<file path="config.mk">
export PLATFORM = sky130hd
export DESIGN_NAME = axi4lite_reg_slave
export DESIGN_NICKNAME = d
export VERILOG_FILES = /design/src/rtl/axi4lite_pkg.sv /design/src/rtl/axi4lite_regfile.sv /design/src/rtl/axi4lite_reg_slave.sv
export SDC_FILE = /design/constraint.sdc
export NUM_CORES = 1
export LEC_CHECK = 0
export BUFFER_PORTS_ARGS = -buffer_cell sky130_fd_sc_hd__buf_2
export CAP_MARGIN = 20
export CORE_AREA = 10 10 255 257
export DETAILED_ROUTE_END_ITERATION = 6
export DIE_AREA = 0 0 265 267
export GPL_TIMING_DRIVEN = 0
export PLACE_DENSITY = 0.73
export SYNTH_ARGS = -nofsm -noshare
export SYNTH_HDL_FRONTEND = slang
export SYNTH_SLANG_ARGS = --single-unit
</file>
<file path="constraint.sdc">
create_clock -name clk -period 4.5 [get_ports clk]
set_input_delay 0.9 -clock clk [delete_from_list [all_inputs] [get_ports clk]]
set_output_delay 0.9 -clock clk [all_outputs]
set_load 0.005 [all_outputs]
</file>
<file path="src/rtl/axi4lite_pkg.sv">
// rtl/axi4lite_pkg.sv - shared response codes and FSM state types for the AXI4-Lite register slave
package axi4lite_pkg;

    localparam logic [1:0] RESP_OKAY   = 2'b00;
    localparam logic [1:0] RESP_SLVERR = 2'b10;

    typedef enum logic {
        W_COLLECT,
        W_RESP
    } wr_state_e;

    typedef enum logic {
        R_IDLE,
        R_DATA
    } rd_state_e;

endpackage

</file>
<file path="src/rtl/axi4lite_regfile.sv">
// rtl/axi4lite_regfile.sv - register bank with byte-strobed write port, async read and write strobes
module axi4lite_regfile #(
    parameter int DATA_WIDTH = 32,
    parameter int NUM_REGS   = 16,
    parameter int IDX_W      = $clog2(NUM_REGS)
) (
    input  logic                           clk,
    input  logic                           rst_n,
    input  logic                           wr_en,
    input  logic [IDX_W-1:0]               wr_idx,
    input  logic [DATA_WIDTH-1:0]          wr_data,
    input  logic [DATA_WIDTH/8-1:0]        wr_strb,
    input  logic [IDX_W-1:0]               rd_idx,
    output logic [DATA_WIDTH-1:0]          rd_data,
    output logic [NUM_REGS*DATA_WIDTH-1:0] reg_q,
    output logic [NUM_REGS-1:0]            wr_pulse
);

    logic [DATA_WIDTH-1:0] mem [NUM_REGS];

    // wr_pulse fires whenever a write is committed, even with an all-zero strobe
    always_ff @(posedge clk or negedge rst_n) begin
        if (!rst_n) begin
            for (int i = 0; i < NUM_REGS; i++) begin
                mem[i] <= '0;
            end
            wr_pulse <= '0;
        end else begin
            wr_pulse <= wr_en ? (NUM_REGS'(1) << wr_idx) : '0;
            if (wr_en) begin
                for (int k = 0; k < DATA_WIDTH/8; k++) begin
                    if (wr_strb[k]) begin
                        mem[wr_idx][8*k +: 8] <= wr_data[8*k +: 8];
                    end
                end
            end
        end
    end

    assign rd_data = mem[rd_idx];

    for (genvar i = 0; i < NUM_REGS; i++) begin : g_flat
        assign reg_q[i*DATA_WIDTH +: DATA_WIDTH] = mem[i];
    end

endmodule

</file>
<file path="src/rtl/axi4lite_reg_slave.sv">
// rtl/axi4lite_reg_slave.sv - AXI4-Lite slave exposing a bank of 32-bit control/status registers
module axi4lite_reg_slave
    import axi4lite_pkg::*;
#(
    parameter int                    ADDR_WIDTH = 32,
    parameter int                    DATA_WIDTH = 32,
    parameter int                    NUM_REGS   = 16,
    parameter logic [ADDR_WIDTH-1:0] BASE_ADDR  = '0
) (
    input  logic                           clk,
    input  logic                           rst_n,
    input  logic                           awvalid,
    output logic                           awready,
    input  logic [ADDR_WIDTH-1:0]          awaddr,
    input  logic                           wvalid,
    output logic                           wready,
    input  logic [DATA_WIDTH-1:0]          wdata,
    input  logic [DATA_WIDTH/8-1:0]        wstrb,
    output logic                           bvalid,
    input  logic                           bready,
    output logic [1:0]                     bresp,
    input  logic                           arvalid,
    output logic                           arready,
    input  logic [ADDR_WIDTH-1:0]          araddr,
    output logic                           rvalid,
    input  logic                           rready,
    output logic [DATA_WIDTH-1:0]          rdata,
    output logic [1:0]                     rresp,
    output logic [NUM_REGS*DATA_WIDTH-1:0] reg_q,
    output logic [NUM_REGS-1:0]            wr_pulse
);

    localparam int IDX_W  = $clog2(NUM_REGS);
    localparam int STRB_W = DATA_WIDTH/8;

    wr_state_e wr_state_q, wr_state_d;
    rd_state_e rd_state_q, rd_state_d;

    logic                  aw_held, w_held;
    logic [ADDR_WIDTH-1:0] aw_addr_q;
    logic [DATA_WIDTH-1:0] w_data_q;
    logic [STRB_W-1:0]     w_strb_q;

    // Word offsets keep their full width so the range test catches addresses below BASE_ADDR via wrap
    logic [ADDR_WIDTH-1:0] aw_word, ar_word;
    logic                  aw_ok, ar_ok;
    logic [DATA_WIDTH-1:0] rd_data;

    assign aw_word = (aw_addr_q - BASE_ADDR) >> 2;
    assign ar_word = (araddr - BASE_ADDR) >> 2;
    assign aw_ok   = aw_word < ADDR_WIDTH'(NUM_REGS);
    assign ar_ok   = ar_word < ADDR_WIDTH'(NUM_REGS);

    logic aw_hs, w_hs, ar_hs, commit;
    assign aw_hs  = awvalid && awready;
    assign w_hs   = wvalid && wready;
    assign ar_hs  = arvalid && arready;
    assign commit = (wr_state_q == W_COLLECT) && aw_held && w_held;

    always_ff @(posedge clk or negedge rst_n) begin
        if (!rst_n) begin
            wr_state_q <= W_COLLECT;
            rd_state_q <= R_IDLE;
        end else begin
            wr_state_q <= wr_state_d;
            rd_state_q <= rd_state_d;
        end
    end

    always_comb begin
        wr_state_d = wr_state_q;
        case (wr_state_q)
            W_COLLECT: if (aw_held && w_held) wr_state_d = W_RESP;
            W_RESP:    if (bready)            wr_state_d = W_COLLECT;
            default:   wr_state_d = W_COLLECT;
        endcase
        rd_state_d = rd_state_q;
        case (rd_state_q)
            R_IDLE:  if (arvalid) rd_state_d = R_DATA;
            R_DATA:  if (rready)  rd_state_d = R_IDLE;
            default: rd_state_d = R_IDLE;
        endcase
    end

    always_comb begin
        awready = (wr_state_q == W_COLLECT) && !aw_held;
        wready  = (wr_state_q == W_COLLECT) && !w_held;
        arready = (rd_state_q == R_IDLE);
    end

    always_ff @(posedge clk or negedge rst_n) begin
        if (!rst_n) begin
            aw_held   <= 1'b0;
            w_held    <= 1'b0;
            aw_addr_q <= '0;
            w_data_q  <= '0;
            w_strb_q  <= '0;
            bvalid    <= 1'b0;
            bresp     <= RESP_OKAY;
        end else begin
            if (aw_hs) begin
                aw_held   <= 1'b1;
                aw_addr_q <= awaddr;
            end
            if (w_hs) begin
                w_held   <= 1'b1;
                w_data_q <= wdata;
                w_strb_q <= wstrb;
            end
            if (commit) begin
                aw_held <= 1'b0;
                w_held  <= 1'b0;
                bvalid  <= 1'b1;
                bresp   <= aw_ok ? RESP_OKAY : RESP_SLVERR;
            end else if (bvalid && bready) begin
                bvalid <= 1'b0;
            end
        end
    end

    // rdata is sampled from the pre-edge register contents, so a same-edge write is not visible
    always_ff @(posedge clk or negedge rst_n) begin
        if (!rst_n) begin
            rvalid <= 1'b0;
            rdata  <= '0;
            rresp  <= RESP_OKAY;
        end else if (ar_hs) begin
            rvalid <= 1'b1;
            rdata  <= ar_ok ? rd_data : '0;
            rresp  <= ar_ok ? RESP_OKAY : RESP_SLVERR;
        end else if (rvalid && rready) begin
            rvalid <= 1'b0;
        end
    end

    axi4lite_regfile #(
        .DATA_WIDTH (DATA_WIDTH),
        .NUM_REGS   (NUM_REGS),
        .IDX_W      (IDX_W)
    ) u_regfile (
        .clk      (clk),
        .rst_n    (rst_n),
        .wr_en    (commit && aw_ok),
        .wr_idx   (aw_word[IDX_W-1:0]),
        .wr_data  (w_data_q),
        .wr_strb  (w_strb_q),
        .rd_idx   (ar_word[IDX_W-1:0]),
        .rd_data  (rd_data),
        .reg_q    (reg_q),
        .wr_pulse (wr_pulse)
    );

endmodule
</file>
==> metrics.md <==
| Metric | Value |
|---|---|
| Design Power | 14.4 mW |
| Post-CTS Setup Inserts | 0 |
| Total global-route track usage | 31.8% |
| Mean Syn Cell Area | 14.8 µm² |
| Largest net degree at the start of global routing | 133 |
| Clk pin slew, worst setup/hold paths | 60 ps |
| Placed cell areas | 33500 µm² |
| Cells after Synth | 1956 |
| GPL Wtd Cong | 0.913 |
| CTS Buffer Depth | 3 |
| Layout area overhead | 23.5% |
| WL final | 116000 µm |
| Final hold violation count | 0 |
| Share of layout cells above drive strength 1 | 56.4% |
| CORE AREA | 59900 µm² |
| Final worst setup slack | 917 ps |
| Worst reg2reg path startpoint | aw_addr_q[4] |
| Final Cell Area | 35800 µm² |
| IO Port Bufs | 665 |
| Min-Delay Path Class | input pin to asynchronous set/reset pin |
| Slew @ Worst Pin | 1130 ps |
| RSZ-0062 raised after global routing | false |
| Cells resized by post-CTS repair | 0 |
| # H-tree levels | 3 |
| Crit Path Max Fanout | 10 |
| Tcrit/Tclk final | 79.6% |
| Cell row count | 90 |
| CTS Buf Count | 70 |
| Power per cell area | 402 nW/µm² |
| Vias in the first global route | 22800 |
| Via count | 21500 |
| Worst Skew | 22.3 ps |
| Post-synth EDFFs | 0 |
| I/O pins | 676 |
| Worst hold margin | 244 ps |
| Post-route DRC | 0 |
| Synth warn | 0 |
| Die Area | 70800 µm² |
| Max_slew headroom | 24.3% |
| Die Y-Extent | 267 µm |
| Crit path capture type | flop |
| Critical path startpoint category | input pin |
| Total clock sinks | 634 |
| First-pass GRT wire length | 164000 µm |
| Post-DR vias/cell | 6.10 |
| Hold-fix buffers, CTS | 0 |
| Die Wd | 265 µm |
| GR Overflow Total | 0 |
| Initial Utilization | 48.5% |
| First DRT Iteration DRCs | 1961 |
| Drt pass-1 iters | 6 |
| Final Setup Violations | 0 |
| Endpoint of the worst register-to-register path | u_regfile.reg_q[231] |
| Dpl hpwl | 86600 µm |
| Outcome | complete, no violations |
| CP Data Arrival Time | 4020 ps |
| Area of the mapped netlist | 29000 µm² |
| Cell variety after synth | 51 |
| CP Class | input pin to flop |
| Routed Antenna Nets | 0 |
| Leak Pwr | 19.1 nW |
| Max Cap Viol | 0 |
| Wirelength per Cell | 32.7 µm |
| Worst Path Required | 4930 ps |
| Final-report max-slew violation count | 0 |
| Clk Latency, worst-skew pair | 620 ps |
| Worst Reg-to-Reg Cells | 5 |
| Initial antenna violation count | 5 |
| Root Buffer | clkbuf_16 |
| Peak Freq | 279 MHz |
| Final nets | 2810 |
| R2R setup slack | 1380 ps |
| CTS tree | done |
| #FFs+latches synth | 634 |
| FFs w/ async S/R, synth | 100% |
| Worst VDD drop | 0.000327 V |
| Minimum clock period after layout | 3580 ps |
| Seq/Total Area, Yosys | 54.7% |
| Pre-CTS setup slack | 391 ps |
| Top_reg_cell synth | dfrtp_1 |
==> final cells by class <==
type,count,area [µm²]
timing repair buffer,674,3540
clock inverter,23,299
multi-input combinational,1192,12600
buffer,125,520
fill,4819,24100
antenna,4,10.0
inverter,6,22.5
tap,782,978
sequential,634,15900
clock buffer,94,1980
==> kinds of logic (layout without fill, tap and decap cells) <==
group,Yosys count,in the layout,synth area share [%]
simple gates,250,250,7.37
mux,801,801,32.1
buf+inv,131,922,1.87
flops,634,634,54.7
other cells,1,6,0.0129
compound gates,139,139,4.03
==> cell usage after synthesis (all sizes together), types with 2 or more instances <==
master   number  area, µm²
o2111a       26        293
clkbuf       54        203
nor2b        36        225
a2bb2oi       2       17.5
a221oi        8       70.1
mux2i        93        931
mux2        675       7630
nand3         5       25.0
inv           6       22.5
a222oi       31        310
or2           2       12.5
nor2         20       75.1
nor4         29        467
o22ai        30        188
nor3         53        693
nand2        52        195
dfrtp       634      15900
a21oi         5       25.0
a211oi       26        195
nand4         5       50.1
mux4         33        743
and2          3       18.8
nor4b        32        280
o21ai         5       25.0
nand2b        5       31.3
buf          71        318
==> cells in the final DEF (no fill, tap or decap), types with 4 or more instances in the layout <==
cell type / n
inv_1: 6
mux2i_1: 93
nor3_4: 30
buf_1: 41
mux4_2: 33
nor3_1: 5
nor4_4: 19
dfrtp_1: 634
nor3_2: 18
diode_2: 4
nand2_1: 52
bufinv_16: 6
a221oi_1: 8
clkbuf_8: 14
nand2b_1: 5
o21ai_0: 5
clkbuf_1: 64
nor2b_1: 36
buf_6: 4
a21oi_1: 5
buf_2: 690
nor4b_1: 32
clkinv_2: 10
mux2_4: 8
nand3_1: 5
o2111a_1: 26
inv_6: 5
nor4_1: 10
mux2_1: 42
a211oi_1: 26
o22ai_1: 30
a222oi_1: 31
nor2_1: 20
mux2_2: 625
clkbuf_16: 70
buf_16: 6
==> where the power goes <==
| part | switching [mW] | leakage [nW] | internal [mW] |
|---|---|---|---|
| Clock | 2.39 | 1.13 | 3.43 |
| Sequential | 0.520 | 8.70 | 6.03 |
| Combinational | 1.40 | 9.29 | 0.624 |
==> stage by stage <==
stage | util (%) | setup TNS (ps) | cells
final | 59.8 | 0 | 3534
after global routing | 59.8 | 0 | 3531
after CTS | 59.8 | 0 | 3530
after detailed placement | 56.0 | 0 | 3413
after global placement | 55.6 | -6357320 | 3404
after floorplan | - | 0 | 1957
==> critical path: stages <==
cell      delay, ps
clkbuf_1        660
buf_1           570
buf_16          220
nor2_1           80
clkbuf_1        450
a222oi_1        790
o2111a_1        290
a211oi_1         40
==> per-layer routing <==
layer	GRT usage, %	wire (µm)	up-vias	part of all wire [%]
li1	-	-	8866	-
met1	38.0	44000	11500	38
met2	52.9	56900	972	49
met3	9.30	9570	234	8.3
met4	14.0	5200	4	4.5
met5	0	21	-	0.018
==> flip-flops by register name, summed over array words and instances, names as in the netlist <==
register / cells
u_regfile.reg_q: 512
rdata: 32
w_data_q: 32
aw_addr_q: 30
u_regfile.wr_pulse: 16
w_strb_q: 4
aw_held: 1
bresp: 1
bvalid: 1
rd_state_q: 1
rresp: 1
rvalid: 1
w_held: 1
wr_state_q: 1
==> worst max-delay path by stage <==
stage | start | slack, ps | end | depth (start not counted)
after global routing | araddr[3] | 960 | rdata[28] | 7
final | araddr[3] | 920 | rdata[4] | 8
after global placement | rst_n | -10130 | u_regfile.reg_q[117] | 1
after CTS | araddr[3] | 1030 | rdata[4] | 8
after detailed placement | araddr[3] | 390 | rdata[4] | 8
after floorplan | araddr[2] | 1770 | rdata[10] | 7
No activity file was read; power rests on OpenSTA's default activity.
